==> src/rtl/writeback_stage.sv <==
// Writeback stage: registers the non-load result or the aligned load data into the
// register-file write port, with a same-cycle bypass. `RETIRE_COUNTER_EN adds the 64-bit instret counter.
module writeback_stage (
    input  logic        clk,
    input  logic        reset_n,
    input  logic        in_valid,
    output logic        in_ready,
    input  logic [4:0]  in_rd,
    input  logic [31:0] in_result,
    input  logic        in_is_load,
    input  logic [2:0]  in_funct3,
    input  logic [1:0]  in_addr_low,
    input  logic        dmem_rvalid,
    input  logic [31:0] dmem_rdata,
    output logic [4:0]  rd_address,
    output logic [31:0] rd_data,
    output logic        byp_valid,
    output logic [4:0]  byp_address,
    output logic [31:0] byp_data,
    output logic        retired
`ifdef RETIRE_COUNTER_EN
    ,
    output logic [63:0] instret
`endif
);

    typedef enum logic {IDLE, WAIT_LOAD} state_t;

    state_t      state_q, state_d;
    logic [4:0]  ld_rd_q, ld_rd_d;
    logic [2:0]  ld_funct3_q, ld_funct3_d;
    logic [1:0]  ld_lane_q, ld_lane_d;
    logic [4:0]  rd_addr_q, rd_addr_d;
    logic [31:0] rd_data_q, rd_data_d;
    logic        retired_q, retired_d;

    function automatic logic [31:0] align_load(input logic [2:0]  funct3,
                                               input logic [1:0]  lane,
                                               input logic [31:0] word);
        logic [7:0]  b;
        logic [15:0] h;
        case (lane)
            2'd0:    b = word[7:0];
            2'd1:    b = word[15:8];
            2'd2:    b = word[23:16];
            default: b = word[31:24];
        endcase
        h = lane[1] ? word[31:16] : word[15:0];
        case (funct3)
            3'b000:  align_load = {{24{b[7]}}, b};
            3'b001:  align_load = {{16{h[15]}}, h};
            3'b100:  align_load = {24'd0, b};
            3'b101:  align_load = {16'd0, h};
            default: align_load = word;
        endcase
    endfunction

    always_comb begin
        state_d     = state_q;
        ld_rd_d     = ld_rd_q;
        ld_funct3_d = ld_funct3_q;
        ld_lane_d   = ld_lane_q;
        rd_addr_d   = 5'd0;
        rd_data_d   = 32'd0;
        retired_d   = 1'b0;
        in_ready    = (state_q == IDLE);
        case (state_q)
            IDLE: begin
                if (in_valid) begin
                    if (in_is_load) begin
                        ld_rd_d     = in_rd;
                        ld_funct3_d = in_funct3;
                        ld_lane_d   = in_addr_low;
                        state_d     = WAIT_LOAD;
                    end else begin
                        rd_addr_d = in_rd;
                        rd_data_d = (in_rd == 5'd0) ? 32'd0 : in_result;
                        retired_d = 1'b1;
                    end
                end
            end
            WAIT_LOAD: begin
                if (dmem_rvalid) begin
                    rd_addr_d = ld_rd_q;
                    rd_data_d = (ld_rd_q == 5'd0) ? 32'd0
                              : align_load(ld_funct3_q, ld_lane_q, dmem_rdata);
                    retired_d = 1'b1;
                    state_d   = IDLE;
                end
            end
            default: state_d = IDLE;
        endcase
    end

    always_ff @(posedge clk or negedge reset_n) begin
        if (!reset_n) begin
            state_q   <= IDLE;
            rd_addr_q <= 5'd0;
            rd_data_q <= 32'd0;
            retired_q <= 1'b0;
        end else begin
            state_q   <= state_d;
            rd_addr_q <= rd_addr_d;
            rd_data_q <= rd_data_d;
            retired_q <= retired_d;
        end
    end

    // Pending-load fields are only consumed in WAIT_LOAD, so they need no reset.
    always_ff @(posedge clk) begin
        ld_rd_q     <= ld_rd_d;
        ld_funct3_q <= ld_funct3_d;
        ld_lane_q   <= ld_lane_d;
    end

`ifdef RETIRE_COUNTER_EN
    logic [63:0] instret_q;

    always_ff @(posedge clk or negedge reset_n) begin
        if (!reset_n) instret_q <= 64'd0;
        else          instret_q <= instret_q + {63'd0, retired_d};
    end

    assign instret = instret_q;
`endif

    assign rd_address  = rd_addr_q;
    assign rd_data     = rd_data_q;
    assign retired     = retired_q;
    assign byp_address = rd_addr_q;
    assign byp_data    = rd_data_q;
    assign byp_valid   = (rd_addr_q != 5'd0);

endmodule

==> config.mk <==
export PLATFORM = sky130hd
export DESIGN_NAME = writeback_stage
export DESIGN_NICKNAME = d
export VERILOG_FILES = /design/src/rtl/writeback_stage.sv
export SDC_FILE = /design/constraint.sdc
export NUM_CORES = 1
export LEC_CHECK = 0
export ABC_CLOCK_PERIOD_IN_PS = 1600
export CORE_MARGIN = 2
export CORE_UTILIZATION = 35
export DETAILED_ROUTE_END_ITERATION = 10
export GPL_TIMING_DRIVEN = 0
export PLACE_DENSITY_LB_ADDON = 0.1
export REMOVE_ABC_BUFFERS = 1
export SYNTH_ARGS = -nofsm -noshare
export SYNTH_HDL_FRONTEND = slang
export SYNTH_SLANG_ARGS = --single-unit
==> constraint.sdc <==
create_clock -name clk -period 1.6 [get_ports clk]
set_input_delay 0.24 -clock clk [delete_from_list [all_inputs] [get_ports clk]]
set_output_delay 0.24 -clock clk [all_outputs]
set_load 0.02 [all_outputs]
# == Word-level counts from Yosys, hierarchy flattened ==
# Index checks and enable logic that the tools add are counted.
# op_classes
reduce_logical,6
n_eq_ne,5
mux,21
n_bitwise,1
# op_table
operator,n
32-bit 2-to-1 mux,5
32-bit one-hot mux with 4 select lines,1
32-bit one-hot mux with 2 select lines,1
8-bit one-hot mux with 3 select lines,1
16-bit 2-to-1 mux,1
5-bit 2-to-1 mux,3
5-bit logical NOT,2
5-bit one-hot mux with 2 select lines,1
"3-bit equality test, second input constant",2
1-bit 2-to-1 mux,6
5-bit nonzero test,1
1-bit one-hot mux with 2 select lines,2
"3-bit by 1-bit equality test with 1-bit output, second input constant",1
3-bit logical NOT,1
3-bit AND reduction,1
"2-bit by 1-bit equality test with 1-bit output, second input constant",1
"2-bit equality test, second input constant",1
2-bit logical NOT,1
1-bit inverter,1
# totals
word_cells,40
input_bits,79
reg_bits,49

# == Depth between registers and ports, before layout ==
# logic_depth
word_depth,6
mapped_depth,6

# == Worst setup path after synthesis ==
# OpenSTA, ideal clock, no wires.
# synth_timing
path_kind,flip-flop to flip-flop
start,reg ld_lane_q[1]
end,"reg rd_data_q[22], in the netlist byp_data[22]"
setup_time_ns,0.078
t_arrival_ns,1.600
period_less_slack_ns,1.678
path_slack_ns,-0.078
stages_incl_launch_ff,6
t_required_ns,1.522
path_cell_list,edfxtp_1 -> mux2i_1 -> a2111oi_4 -> nand2_4 -> buf_6 -> a21oi_1
# synth_between
elab_chain_len,6
word_cells_on_any_way,9
# synth_lines
element,line,text
"start, declared",32,"logic [1:0] ld_lane_q, ld_lane_d;"
"start signal, assigned",113,ld_lane_q <= ld_lane_d;
"2-bit equality test, or another cell as far along",42,case (lane)
8-bit one-hot mux with 3 select lines,42,
32-bit one-hot mux with 4 select lines *,49,case (funct3)
32-bit 2-to-1 mux *,85,rd_data_d = (ld_rd_q == 5'd0) ? 32'd0
32-bit 2-to-1 mux *,83,if (dmem_rvalid) begin
32-bit one-hot mux with 2 select lines *,67,case (state_q)
named net rd_data_d[22],34,"logic [31:0] rd_data_q, rd_data_d;"
"end signal, assigned",104,rd_data_q <= rd_data_d;
"end, declared",34,
# Mark *: on every way through the listed nets, which the timed path passes. The rest lies on a longest branch.
# A chain may end at the register's enable or synchronous reset.

# == Worst setup path after layout ==
# layout_timing
start,reg ld_lane_q[1]
end,"reg rd_data_q[14], in the netlist byp_data[14]"
# Same word-level chain as after synthesis.

==> metrics.md <==
| Metric | Value |
|---|---|
| # rows | 32 |
| Failing checks | negative setup slack |
| Die span in y | 92.9 microns |
| Vias in the first global route | 2,704 |
| Htree depth | 2 |
| Worst slack, placed | -1340 ps |
| Worst-path clk slew | 100 ps |
| I/O Buffers | 155 |
| Vias | 2,700 |
| Cell mode on critical path | buf_6 |
| Leak | 1.86 nW |
| CP top delay family | compound AO/OA/AOI/OAI gates |
| Status | finished with violations |
| Max Fanout on Critical Path | 5 |
| Final WS setup | -95.3 ps |
| Placed Area | 4160 sq um |
| Switching pwr | 1.08 mW |
| Most common cell after layout, fill and taps aside | clkdlybuf4s50_1 |
| Primary FF master, synth | dfrtp_1 |
| Min-delay worst type | primary input to asynchronous set/reset pin |
| Crit Path Class | flop to flop |
| Final Hold Viols | 0 |
| Yosys warning count | 0 |
| Peak VDD IR | 0.000422 V |
| Final setup fails | 25 |
| RSZ-0062 raised after global routing | true |
| WL/cell | 18.0 microns |
| Root Buffer | clkbuf_8 |
| Routed Antenna Nets | 0 |
| Design area | 4710 sq um |
| Critical-path cell list | buf_6 > mux2i_4 > a2111oi_4 > buf_6 > buf_6 > a221oi_2 > o21ai_1 |
| Slew Limit Fails | 0 |
| Post-synth EDFFs | 10 |
| Uppermost layer routed | met4 |
| Remaining Overflow, GRT | 0 |
| Ant diodes | 0 |
| Relative slew slack | 0.582 |
| Minimum clock period | 1700 ps |
| Clock power frac | 0.262 |
| Met3 Routed Length | 692 microns |
| TritonRoute pass-1 iters | 5 |
| Deepest clock path buffer count | 2 |
| GP Congestion | 0.777 |
| Flop pwr share | 0.402 |
| Core Region | 7690 sq um |
| Critical Path Sink Type | flop |
| Sequential-to-total area share from yosys stat | 0.462 |
| Worst skew pair latency | 310 ps |
| Critical Path AT | 1930 ps |
| Final Power | 3.53 mW |
| Comb power frac | 0.336 |
| Asr flop ratio synth | 0.796 |
| Unique cell type count in the Yosys netlist | 34 |
| Fillers | 688 |
| First-pass GRT wire length | 14,700 microns |
| Worst path required time | 1840 ps |
| CTS tree | done |
| Dpl hpwl | 6040 microns |
| WL met1 | 3960 microns |
| Fmax | 590 MHz |
| DR iter-0 viols | 139 |
| Worst Path Buf+Inv | 3 |
| Initial antenna violation count | 0 |
| Setup_tns | -1130 ps |
| Final Util | 0.612 |
| Average vias per placed instance | 5.12 |
| Residual DRC | 0 |
| Initial Util | 0.360 |
| Final Net Count | 503 |
| Final worst path period share | 1.06 |
| Wire length on met2 | 4700 microns |
| TritonCTS Sinks | 49 |
| Final WL | 9470 microns |
| Switching portion of total power | 0.305 |
| Startpoint class of the critical path | flop |
| Clock Skew | 4.03 ps |
| Mapped Cells | 289 |
| Die Wd | 92.9 microns |
| Max incr delay on CP | 410 ps |
| Post-synthesis cell area | 2760 sq um |
| Slowest CP cell | edfxtp_1 |
| Register bit total from synthesis | 49 |
| Layout cells sized above 1 | 0.169 |
| Layout area overhead | 70.3% |
| FF-to-FF setup slack | -100 ps |
| Largest net degree at the start of global routing | 22 |
| Syn avg cell area | 9.56 sq um |
| I/O pin count | 156 |
| Int Power | 2.45 mW |
| Die area | 8620 sq um |
| PD cells | 750 nW/um^2 |
| CTS Buf Count | 5 |
| Max-Cap Viols | 0 |
| Worst-Margin Slew | 625 ps |
| Commonest non-fill, non-tap cells in the layout | clkdlybuf4s50_1, dfrtp_1, a21oi_1, nand2_1, nand2b_1 |
| Tot GR Track Use | 0.221 |
-- cell families after synthesis --
kind of cell | after synthesis | synth area share
mux | 10 | 0.0398
buf+inv | 58 | 0.133
compound gates | 94 | 0.228
simple gates | 78 | 0.137
flops | 49 | 0.462
-- layer usage --
metal | GRT usage | up-vias
li1 | - | 1282
met1 | 0.276 | 1295
met2 | 0.389 | 114
met3 | 0.0472 | 9
met4 | 0.0515 | 0
met5 | 0 | -
-- worst register-to-register path, cell delays in order, from the launching register on --
cell and delay, ps:
edfxtp_1 410, buf_6 150, mux2i_4 190, a2111oi_4 320
buf_6 200, buf_6 140, a221oi_2 60, o21ai_1 150
-- path summary, 6_finish.rpt --
check | from | depth (start not counted) | endpoint
worst min register to register | ld_rd_q[0]$_DFFE_PP_ | 1 | byp_address[0]$_DFF_PN0_
max in group asynchronous | reset_n | 3 | byp_address[4]$_DFF_PN0_
min in group clk | in_valid | 3 | retired$_DFF_PN0_
worst max register to register | ld_lane_q[1]$_DFFE_PP_ | 7 | byp_data[14]$_DFF_PN0_
worst max-delay path | ld_lane_q[1]$_DFFE_PP_ | 7 | byp_data[14]$_DFF_PN0_
worst min-delay path | reset_n | 2 | byp_data[26]$_DFF_PN0_
-- repair_timing --
action                     in CTS  in global routing
hold buffers                    1                  0
setup endpoints to repair      34                 34
resized for setup              29                 15
pin swaps                       6                  6
cloned                          3                  0
hold endpoints to repair       18                  0
buffers inserted               18                  4
-- power groups by stage --
| stage | clock network (mW) | logic (mW) | registers [mW] |
|---|---|---|---|
| finish | 0.923 | 1.19 | 1.42 |
| global route | 0.978 | 1.26 | 1.43 |
| CTS | 0.939 | 1.17 | 1.42 |
| detailed placement | 0 | 1.04 | 1.46 |
| global placement | 0 | 1.02 | 1.46 |
| floorplan | 0 | 0.243 | 1.63 |
-- sequential cells by signal (all words and copies together), names as in the netlist --
name,flops
state_q,1
ld_rd_q,5
byp_data,32
ld_lane_q,2
ld_funct3_q,3
byp_address,5
retired,1
-- synthesized netlist by cell type (2+ instances only) --
library cell,instances,area (sq um)
a21oi_1,36,180
edfxtp_1,10,300
nand2b_1,18,113
buf_2,3,15.0
a221oi_1,8,70.1
o21ai_0,9,45.0
mux2_2,8,90.1
buf_1,2,7.51
dfrtp_1,39,976
nor3_1,4,20.0
clkbuf_1,12,45.0
a32o_1,7,70.1
nor2b_1,2,12.5
a22oi_1,16,120
nand3_1,6,30.0
buf_4,37,278
nor2_1,11,41.3
o21ai_1,8,40.0
nand2_1,31,116
inv_1,3,11.3
a22o_1,5,43.8
mux2i_1,2,20.0
-- per-stage QoR --
stage	hold WS, ps	instances
after CTS	449	523
after global routing	470	527
after floorplan	-55.6	234
final	439	527
after global placement	485	491
after detailed placement	244	493
-- layout make-up --
class                           count  area, sq um  area share
Timing Repair Buffer              181         1850       0.394
Multi-Input combinational cell    184         1320       0.281
Sequential cell                    49         1280       0.271
Tap cell                          102          128      0.0271
Clock buffer                        5         68.8      0.0146
Clock inverter                      3         46.3     0.00984
Inverter                            3         11.3     0.00239
Note: power is estimated with default switching activity, not from simulation.
==> RTL change: new RTL, config.mk and constraints unchanged <==
Take the reset off `rd_data_q` and load it in a clocked block of its own.
--- a/src/rtl/writeback_stage.sv
+++ b/src/rtl/writeback_stage.sv
@@ -97,12 +97,14 @@
             state_q   <= IDLE;
             rd_addr_q <= 5'd0;
-            rd_data_q <= 32'd0;
             retired_q <= 1'b0;
         end else begin
             state_q   <= state_d;
             rd_addr_q <= rd_addr_d;
-            rd_data_q <= rd_data_d;
             retired_q <= retired_d;
         end
+    end
+
+    always_ff @(posedge clk) begin
+        rd_data_q <= rd_data_d;
     end
 
Function: changed (Yosys sat finds a counterexample within 4 cycles, from zero or initial values and one cycle with reset_n low).
==> RTL change against the original RTL <==
The flow still finishes with violations (negative setup slack). Sequential cell count stayed put. Non-clock buffer count is 7 higher. Power is 6.6% higher. Area after synthesis is 5.8% lower. Wire length is 1.6% higher. Die area is 5.6% lower. Design area is 2.2% higher. Clock skew is 0.011 ns higher. Setup slack worse by 0.059 ns. Largest cell class unchanged. Largest power group unchanged.
==> RTL change: results (changes against the original RTL) <==
[synth]
ys_async_sr_fraction = 0.143  ; -0.653
synthTopCellsByCount = buf_4 (37), a21oi_1 (36), dfxtp_1 (32)
synthFlopType = dfxtp_1
yosysSeqAreaShare = 0.429  ; -0.0331
ys_types = 35  ; +2.9%

[setup_path]
crit_arrival_ns = 1.95  ; +0.02 ns
timing.rr.end = byp_data[4]
reg2reg_depth = 6  ; -1

[cells_and_area]
drive_above_1_share = 0.221  ; +0.0518
fin_cells = 533  ; +1.1%
fill_cells = 601  ; -13%
fin_nets = 512  ; +1.8%

[global_route]
grt.total_usage = 0.226  ; +0.00505
grt_pass1_wl_mm = 14.6  ; -0.99%
use_met1 = 0.294  ; +0.0174
grt_max_degree = 19  ; -14%
met3_usage = 0.0426  ; -0.00462
grt_util_met2 = 0.381  ; -0.00794

[sta]
finalSetupViolCount = 32  ; +28%
fin_ws_ns = -0.154  ; -0.0590 ns
relSlewSlack = 0.632  ; +0.0501
whs_ns = 0.167  ; -0.272 ns
fin_skew_ns = 0.0148  ; +0.0108 ns

[routing]
routedWlPerCell_um = 18.0  ; +0.43%
route.vias.total = 2791  ; +3.4%
met2_length_mm = 4.59  ; -2.5%
dr.pass1.iters = 4  ; -1
drtIter0Drc = 123  ; -12%
wl_met1_mm = 4.26  ; +7.7%
wl_met3_um = 624  ; -9.8%

[placement]
placedCellCount = 489  ; -0.81%
pre_cts_ws_ns = -1.25  ; +0.0921 ns
hpwl_mm = 5.70  ; -5.6%
finalWeightedCongestion = 0.808  ; +4.0%

[clock_tree]
post_cts_resized = 60  ; +110%
clk_pin_slew_worst_paths_ns = 0.11
post_cts_buffers = 25  ; +7

[power_and_ir_drop]
irDropWorstVdd_mv = 0.506  ; +20%
p_leak_nw = 1.82  ; -2.5%

[outcome]
violations = negative setup slack
outcome = complete, but fails checks

==> RTL change: cell count changes in the layout (fill, tap and decap cells not counted), moves of 3 or more <==
cell / delta
a21oi_2: +16
dfrtp_1: -32
mux2_2: -3
mux2_4: +3
buf_6: +3
nor2_1: +3
dfxtp_1: +32
nor2_2: -4
a21oi_1: -15
==> RTL change: per-stage QoR <==
step	total power [mW]	setup TNS [ns]	cell area [um2]
floorplan	1.87	-42.06	2250
global placement	2.44	-85.10	3920
detailed placement	2.46	-29.15	3970
CTS	3.74	-2.30	4700
global route	3.90	-4.42	4810
finish	3.76	-2.55	4810
==> RTL change: kinds of logic after synthesis <==
group,after synthesis,synth area share
multiplexers,10,0.0423
buffers and inverters,58,0.141
AND/OR/NAND/NOR,78,0.146
AO/OA/AOI/OAI,94,0.242
flip-flops,49,0.429
==> RTL change: power breakdown <==
group,internal [mW],switching [mW]
combinational,0.669,0.589
sequential,1.35,0.0577
clock,0.630,0.463
total,2.65,1.11
==> RTL change: worst max-delay path, cell delays in order (launching register included) <==
cell	delay, ns
edfxtp_1	0.54
buf_4	0.20
buf_6	0.13
mux2_4	0.31
nor2_1	0.09
nand2_1	0.08
a32o_1	0.29
==> RTL change: worst max-delay path by stage <==
stage,start,endpoint,slack [ns],cells past startpoint
after global placement,in_valid,byp_data[17],-2.84,5
after floorplan,state_q,byp_data[16],-1.43,4
final,ld_lane_q[1],byp_data[4],-0.15,6
after CTS,ld_lane_q[1],byp_data[16],-0.11,5
after detailed placement,ld_funct3_q[1],byp_data[18],-1.25,4
after global routing,ld_lane_q[1],byp_data[9],-0.20,6
==> RTL change: area by class of cell <==
type,instances,area share
well taps,99,0.0257
clock inverters,3,0.0143
multi-input cells,186,0.301
repair buffers,188,0.409
inverters,3,0.00312
flip-flops and latches,49,0.232
clock buffers,5,0.0143
